`config.mk`:
```
export PLATFORM = sky130hd
export DESIGN_NAME = barrel_shifter_4bit_flat
export DESIGN_NICKNAME = d
export VERILOG_FILES = /design/src/rtl/barrel_shifter_4bit_pkg.sv /design/src/rtl/barrel_shifter_4bit_if.sv /design/src/rtl/barrel_shifter_4bit_mux2.sv /design/src/rtl/barrel_shifter_4bit.sv /design/src/flat_wrapper.sv
export SDC_FILE = /design/constraint.sdc
export NUM_CORES = 1
export LEC_CHECK = 0
export BUFFER_PORTS_ARGS = -buffer_cell sky130_fd_sc_hd__buf_4
export CORE_MARGIN = 1
export CORE_UTILIZATION = 27
export DETAILED_ROUTE_END_ITERATION = 8
export PLACE_DENSITY = 0.5
export SLEW_MARGIN = 20
export SYNTH_ARGS = -nofsm -noshare
export SYNTH_HDL_FRONTEND = slang
export SYNTH_SLANG_ARGS = --single-unit
```
`constraint.sdc`:
```
create_clock -name clk -period 0.8 [get_ports clk]
set_input_delay 0.2 -clock clk [delete_from_list [all_inputs] [get_ports clk]]
set_output_delay 0.2 -clock clk [all_outputs]
set_load 0.005 [all_outputs]
```
`src/rtl/barrel_shifter_4bit_pkg.sv`:
```
// Shared constants for the registered 4-bit barrel shifter.
// Widths plus direction and mode encodings.
package barrel_shifter_4bit_pkg;
   localparam int WIDTH = 4;
   localparam int SHW   = 2;

   localparam logic DIR_RIGHT  = 1'b0;
   localparam logic DIR_LEFT   = 1'b1;
   localparam logic MODE_SHIFT = 1'b0;
   localparam logic MODE_ROT   = 1'b1;

   typedef logic [WIDTH-1:0] data_t;
   typedef logic [SHW-1:0]   amt_t;
endpackage

```
`src/rtl/barrel_shifter_4bit_if.sv`:
```
// Operand/result bundle between a producer and the shifter.
// The producer drives the master side, the shifter is the slave.
interface barrel_shifter_4bit_if;
   import barrel_shifter_4bit_pkg::*;

   logic  in_valid;
   data_t d;
   amt_t  s;
   logic  dir;
   logic  rot;
   data_t y;
   logic  out_valid;

   modport master (
      output in_valid, d, s, dir, rot,
      input  y, out_valid
   );

   modport slave (
      input  in_valid, d, s, dir, rot,
      output y, out_valid
   );
endinterface

```
`src/rtl/barrel_shifter_4bit_mux2.sv`:
```
// One-bit 2:1 mux, the building cell of each shift stage.
// sel=0 passes a, sel=1 takes the neighbour on b.
module mux2 (
   input  logic a,
   input  logic b,
   input  logic sel,
   output logic y
);
   assign y = sel ? b : a;
endmodule

```
`src/rtl/barrel_shifter_4bit.sv`:
```
// Registered nibble shifter/rotator: two log stages per direction,
// a final direction select, then the result and valid flops.
module barrel_shifter_4bit
   import barrel_shifter_4bit_pkg::*;
(
   input  logic clk,
   input  logic rst_n,
   barrel_shifter_4bit_if.slave bs
);
   logic  w_wrap;
   data_t w_r1b, w_r1, w_r2b, w_r2;
   data_t w_l1b, w_l1, w_l2b, w_l2;
   data_t w_res;
   data_t r_y;
   logic  r_vld;

   assign w_wrap = (bs.rot == MODE_ROT);

   // Out-of-range neighbours are gated to zero unless rotating.
   for (genvar i = 0; i < WIDTH; i++) begin : g_st1
      localparam int RI = (i + 1) % WIDTH;
      localparam int LI = (i + WIDTH - 1) % WIDTH;

      assign w_r1b[i] = (i + 1 < WIDTH) ? bs.d[RI]
                                        : (w_wrap & bs.d[RI]);
      assign w_l1b[i] = (i >= 1) ? bs.d[LI]
                                 : (w_wrap & bs.d[LI]);

      mux2 u_r (
         .a   (bs.d[i]),
         .b   (w_r1b[i]),
         .sel (bs.s[0]),
         .y   (w_r1[i])
      );
      mux2 u_l (
         .a   (bs.d[i]),
         .b   (w_l1b[i]),
         .sel (bs.s[0]),
         .y   (w_l1[i])
      );
   end

   for (genvar i = 0; i < WIDTH; i++) begin : g_st2
      localparam int RI = (i + 2) % WIDTH;
      localparam int LI = (i + WIDTH - 2) % WIDTH;

      assign w_r2b[i] = (i + 2 < WIDTH) ? w_r1[RI]
                                        : (w_wrap & w_r1[RI]);
      assign w_l2b[i] = (i >= 2) ? w_l1[LI]
                                 : (w_wrap & w_l1[LI]);

      mux2 u_r (
         .a   (w_r1[i]),
         .b   (w_r2b[i]),
         .sel (bs.s[1]),
         .y   (w_r2[i])
      );
      mux2 u_l (
         .a   (w_l1[i]),
         .b   (w_l2b[i]),
         .sel (bs.s[1]),
         .y   (w_l2[i])
      );
   end

   assign w_res = (bs.dir == DIR_LEFT) ? w_l2 : w_r2;

   always_ff @(posedge clk or negedge rst_n) begin
      if (!rst_n) begin
         r_y   <= '0;
         r_vld <= 1'b0;
      end else begin
         r_vld <= bs.in_valid;
         if (bs.in_valid) begin
            r_y <= w_res;
         end
      end
   end

   assign bs.y         = r_y;
   assign bs.out_valid = r_vld;
endmodule

```
`src/flat_wrapper.sv`:
```
// flat-port wrapper written by rule: the top's interface ports become plain ports
module barrel_shifter_4bit_flat import barrel_shifter_4bit_pkg::*;
  (clk, rst_n, bs_in_valid, bs_d, bs_s, bs_dir, bs_rot, bs_y, bs_out_valid);
  barrel_shifter_4bit_if bs_i ();
  input  logic clk;
  input  logic rst_n;
  input wire logic [$bits(bs_i.in_valid)-1:0] bs_in_valid;
  input wire logic [$bits(bs_i.d)-1:0] bs_d;
  input wire logic [$bits(bs_i.s)-1:0] bs_s;
  input wire logic [$bits(bs_i.dir)-1:0] bs_dir;
  input wire logic [$bits(bs_i.rot)-1:0] bs_rot;
  output wire logic [$bits(bs_i.y)-1:0] bs_y;
  output wire logic [$bits(bs_i.out_valid)-1:0] bs_out_valid;
  assign bs_i.in_valid = bs_in_valid;
  assign bs_i.d = bs_d;
  assign bs_i.s = bs_s;
  assign bs_i.dir = bs_dir;
  assign bs_i.rot = bs_rot;
  assign bs_y = bs_i.y;
  assign bs_out_valid = bs_i.out_valid;
  barrel_shifter_4bit u_core (.clk(clk), .rst_n(rst_n), .bs(bs_i));
endmodule
```
# Word level (Yosys, flattened, before mapping)
# Cells that the tools add are included.
# W data, S select, Z words.
dict set report op_classes {
  add_sub_neg 0
  mul 0
  div 0
  magnitude_cmp 0
  n_eq_ne 0
  n_shift 0
  muxes 17
  bitwise_logic 6
  reduce_logical 0
}
# op n
set ops {}
lappend ops {{$mux W1} 16}
lappend ops {{$and A1 B1 Y1} 6}
lappend ops {{$mux W4} 1}
dict set report word_totals {
  regBits 5
  latch_bits 0
  ram_bits 0
  mem_bits_ro 0
  in_bits 11
  out_inout_bits 5
  mem_count 0
}

# Depth between registers and ports, before layout
dict set report logic_depth {
  ltp_word 4
  depth_mapped 5
  depth_no_buf 4
}

# Cells and area by module
# From an unflattened synthesis, not the netlist that was laid out.
dict set report hier_totals {
  hier_cells 41
  hier_area_um2 486.7
}
# module n_inst cells_each area_each_um2
set modules_own_cells {}
lappend modules_own_cells {barrel_shifter_4bit 1 25 246.5}
lappend modules_own_cells {mux2 16 1 15.0}

# Least setup slack after synthesis
# Ideal clock, no wire load.
dict set report synth_timing {
  kind {input to register}
  startpoint {input port bs_s[0]}
  endpoint {register u_core.r_y[2], in the netlist u_core.bs.y[2]}
  setup_time_ns 0.138
  arrival_time_ns 0.951
  path_slack_ns -0.288
  path_stages 5
  path_cell_list {buf_6 > mux2_4 > nor2b_1 > o21ai_1 > o221ai_1}
}
dict set report synth_between {
  elab_chain_len 4
  elab_cells_between_ends 8
  classes_between {7 x mux; 1 x bitwise}
}
# item line
set synth_lines {}
lappend synth_lines {{start: declaration} flat_wrapper.sv:9} ;# input wire logic [$bits(bs_i.s)-1:0] bs_s;
lappend synth_lines {{$mux W1} barrel_shifter_4bit_mux2.sv:9} ;# assign y = sel ? b : a;
lappend synth_lines {{$and A1 B1 Y1} barrel_shifter_4bit.sv:48} ;# : (w_wrap & w_r1[RI]);
lappend synth_lines {{$mux W1} barrel_shifter_4bit_mux2.sv:9}
lappend synth_lines {{$mux W4 (*)} barrel_shifter_4bit.sv:66} ;# assign w_res = (bs.dir == DIR_LEFT) ? w_l2 : w_r2;
lappend synth_lines {{end signal: assignment} barrel_shifter_4bit.sv:75} ;# r_y <= w_res;
lappend synth_lines {{end: declaration} barrel_shifter_4bit.sv:14} ;# data_t r_y;
# Every way passes the cells marked *; elsewhere a longest branch is shown, timed or not.
# A chain may end at the register's enable or synchronous reset.

# Worst setup path after layout
dict set report layout_timing {
  startpoint {register u_core.r_y[1], in the netlist u_core.bs.y[1]}
  endpoint {output port bs_y[1]}
}
# item line
set layout_lines {}
lappend layout_lines {{end: declaration} flat_wrapper.sv:12} ;# output wire logic [$bits(bs_i.y)-1:0] bs_y;
# No word-level cell between the ends.

==> flow_summary.ini <==
[run_status]
status = complete, but fails checks
violations = setup timing

[synthesis]
synth-simple-area-share = 0.226
synth_top_family_by_area = simple AND/OR/NAND/NOR gates
synth-compound-area-share = 0.201
synth_xor_area_frac = 0
syn_inst = 48
synth.area.mux_share = 0.189
ys_seq_area_frac = 0.314
synth.avg_cell_area_um2 = 8.29
yosysWarnings = 0
ys_ff_latch = 5
syn_area_um2 = 398
synth_cell_types = 21
syn-num-nets = 59
synthAdderAreaFrac = 0

[critical_path]
crit_family = flip-flops
end_kind = output pin
worst-path-max-fanout = 2
path_class = reg2out
regToRegStartpoint = u_core.bs.y[3]
crit_chain = buf_6
required_ns = 0.60
slowest_delay_ns = 0.39
r2r_slack_ns = -0.02
cp.buffers_inverters = 1
worstPathArrival_ns = 0.76
rr_endpoint = u_core.bs.y[3]
rr_worst_depth = 3
cpMaxStageDelayCell = dfrtp_1
cp.depth = 1
cp-start-kind = flop

[die]
die_h_um = 40.4
floorplan.initialDensity = 0.298
ioPinCount = 16
dieArea_mm2 = 0.00163
std_cell_rows = 13
core_area_mm2 = 0.00133
die_w_um = 40.4

[clock_network]
cts_tree = yes
htreeDepth = 1
insertion_delay_ns = 0.24
cts.sinks = 5
cts_root_buffer = clkbuf_4
clockBufferDepth = 2
clkTransAtPathRegs_ns = 0.05
cts_buffers = 3

[global_route]
grt_overflow = 0
track_usage = 0.141
grt_max_degree = 8
grt_first_pass_wirelength_um = 1590
grt_pass1_vias = 414
antenna_found_initial = 0

[detailed_routing]
drt_wl_total_um = 1090
vias = 450
drt_first_pass_iters = 4
first_iter_violations = 5
ant_nets = 0
drc = 0
wl_per_cell_um = 11.9
avgViaCountPerCell = 4.89

[finish]
syn2layout_area_growth_pct = 87.7
utilization = 0.560
final_net_count = 89
final_common_cell = buf_4
drive_gt1_frac = 0.597
diodes = 0
mostFrequentLayoutCells = buf_4 (17), buf_6 (9), dfrtp_1 (5)

[pwr]
vdd_drop_max_mv = 0.500
leakagePower_nw = 0.339
p_per_area_mw_per_mm2 = 1360
finalPower_mw = 1.02

[timing]
max_freq_mhz = 1050
setup_viol = 7
finalClockSkew_ns = 0
finalHoldViolations = 0
worst_slack_ns = -0.157
worst_pin_slew_ns = 0.261
setup_tns_ns = -0.784
rsz0062_at_grt = true
fin_crit_sh = 1.20
fin_crit_ns = 0.957
drv_slew = 0
max_slew_margin = 0.826

[placed_design]
gp_congestion = 0.734
io_buffers = 15
pre_cts_ws_ns = -0.357
hpwl_um = 776

[hold_path]
min_path_type = in2reg
min_path_cells = 2
min-delay-start = bs_in_valid
hold-path-endpoint = u_core.bs.y[3]

[flow_run]
cap_violations = 0
cells by family (layout without fill, tap and decap cells):
| logic type | Yosys count | after routing |
|---|---|---|
| and+or+nand+nor | 19 | 19 |
| DFF | 5 | 5 |
| muxes | 7 | 7 |
| AOI/OAI and AO/OA | 12 | 12 |
| buffers and inverters | 5 | 34 |
what timing repair did:
action,4_1_cts,5_1_grt
endpoints found under the hold margin,5,0
hold buffers,1,0
pin swaps,3,8
setup buffers,6,2
setup endpoints to repair,9,9
gates resized for setup,12,16
flip-flops by register name, summed over array words and instances, names as in the netlist:
name and count:
u_core.bs.out_valid 1, u_core.bs.y 4
routing by layer:
metal  routed length [um]  vias up  GRT usage
met3                   23        0     0.0333
met4                    0        0     0.0250
met1                  499      213      0.178
met2                  570        8      0.242
met5                    0        -          0
li1                     -      229          -
worst max path at each step:
stage                         startpoint             end  slack (ns)
final                     u_core.bs.y[1]         bs_y[1]       -0.16
after global routing      u_core.bs.y[1]         bs_y[1]       -0.18
after CTS                 u_core.bs.y[2]         bs_y[2]       -0.15
after detailed placement         bs_s[0]  u_core.bs.y[2]       -0.36
after global placement           bs_s[0]  u_core.bs.y[3]       -0.33
after floorplan                  bs_s[0]  u_core.bs.y[2]       -0.27
through the flow:
| stage | hold slack, ns | instances | instance area, um2 |
|---|---|---|---|
| 4_1_cts | 0.178 | 92 | 681 |
| 3_3_place_gp | 0.00549 | 81 | 554 |
| 6_report | 0.193 | 92 | 747 |
| 3_5_place_dp | 0.00671 | 81 | 554 |
| 2_1_floorplan | -0.0956 | 48 | 407 |
| 5_1_grt | 0.197 | 92 | 747 |
synthesized netlist by cell type:
cell type	count	area share
o221ai_1	2	0.044
nand3_1	4	0.050
o21ai_0	1	0.013
inv_1	2	0.019
buf_6	1	0.028
o22a_1	1	0.022
dfrtp_1	5	0.31
nor2b_1	2	0.031
mux2_4	1	0.038
o22ai_1	1	0.016
buf_2	1	0.013
o21ai_1	2	0.025
nor2_1	5	0.047
nor3_1	1	0.013
nand2_1	4	0.038
nand2b_1	3	0.047
mux2i_1	6	0.15
a21oi_1	3	0.038
a221oi_1	1	0.022
clkbuf_1	1	0.0094
a21oi_2	1	0.022
report_power, final:
| part | switching (mW) | internal, mW | leakage [nW] |
|---|---|---|---|
| logic | 0.158 | 0.251 | 0.265 |
| clock network | 0.111 | 0.189 | 0.0150 |
| registers | 0.0235 | 0.283 | 0.0594 |
| total | 0.293 | 0.724 | 0.339 |
final cells by class:
type / instances / area [um2]
Fill cell: 128 / 587
Multi-Input combinational cell: 38 / 310
Timing Repair Buffer: 28 / 259
Sequential cell: 5 / 125
Clock buffer: 4 / 26.3
Tap cell: 15 / 18.8
Inverter: 2 / 7.51
Power figures use the tool's default switching activity.
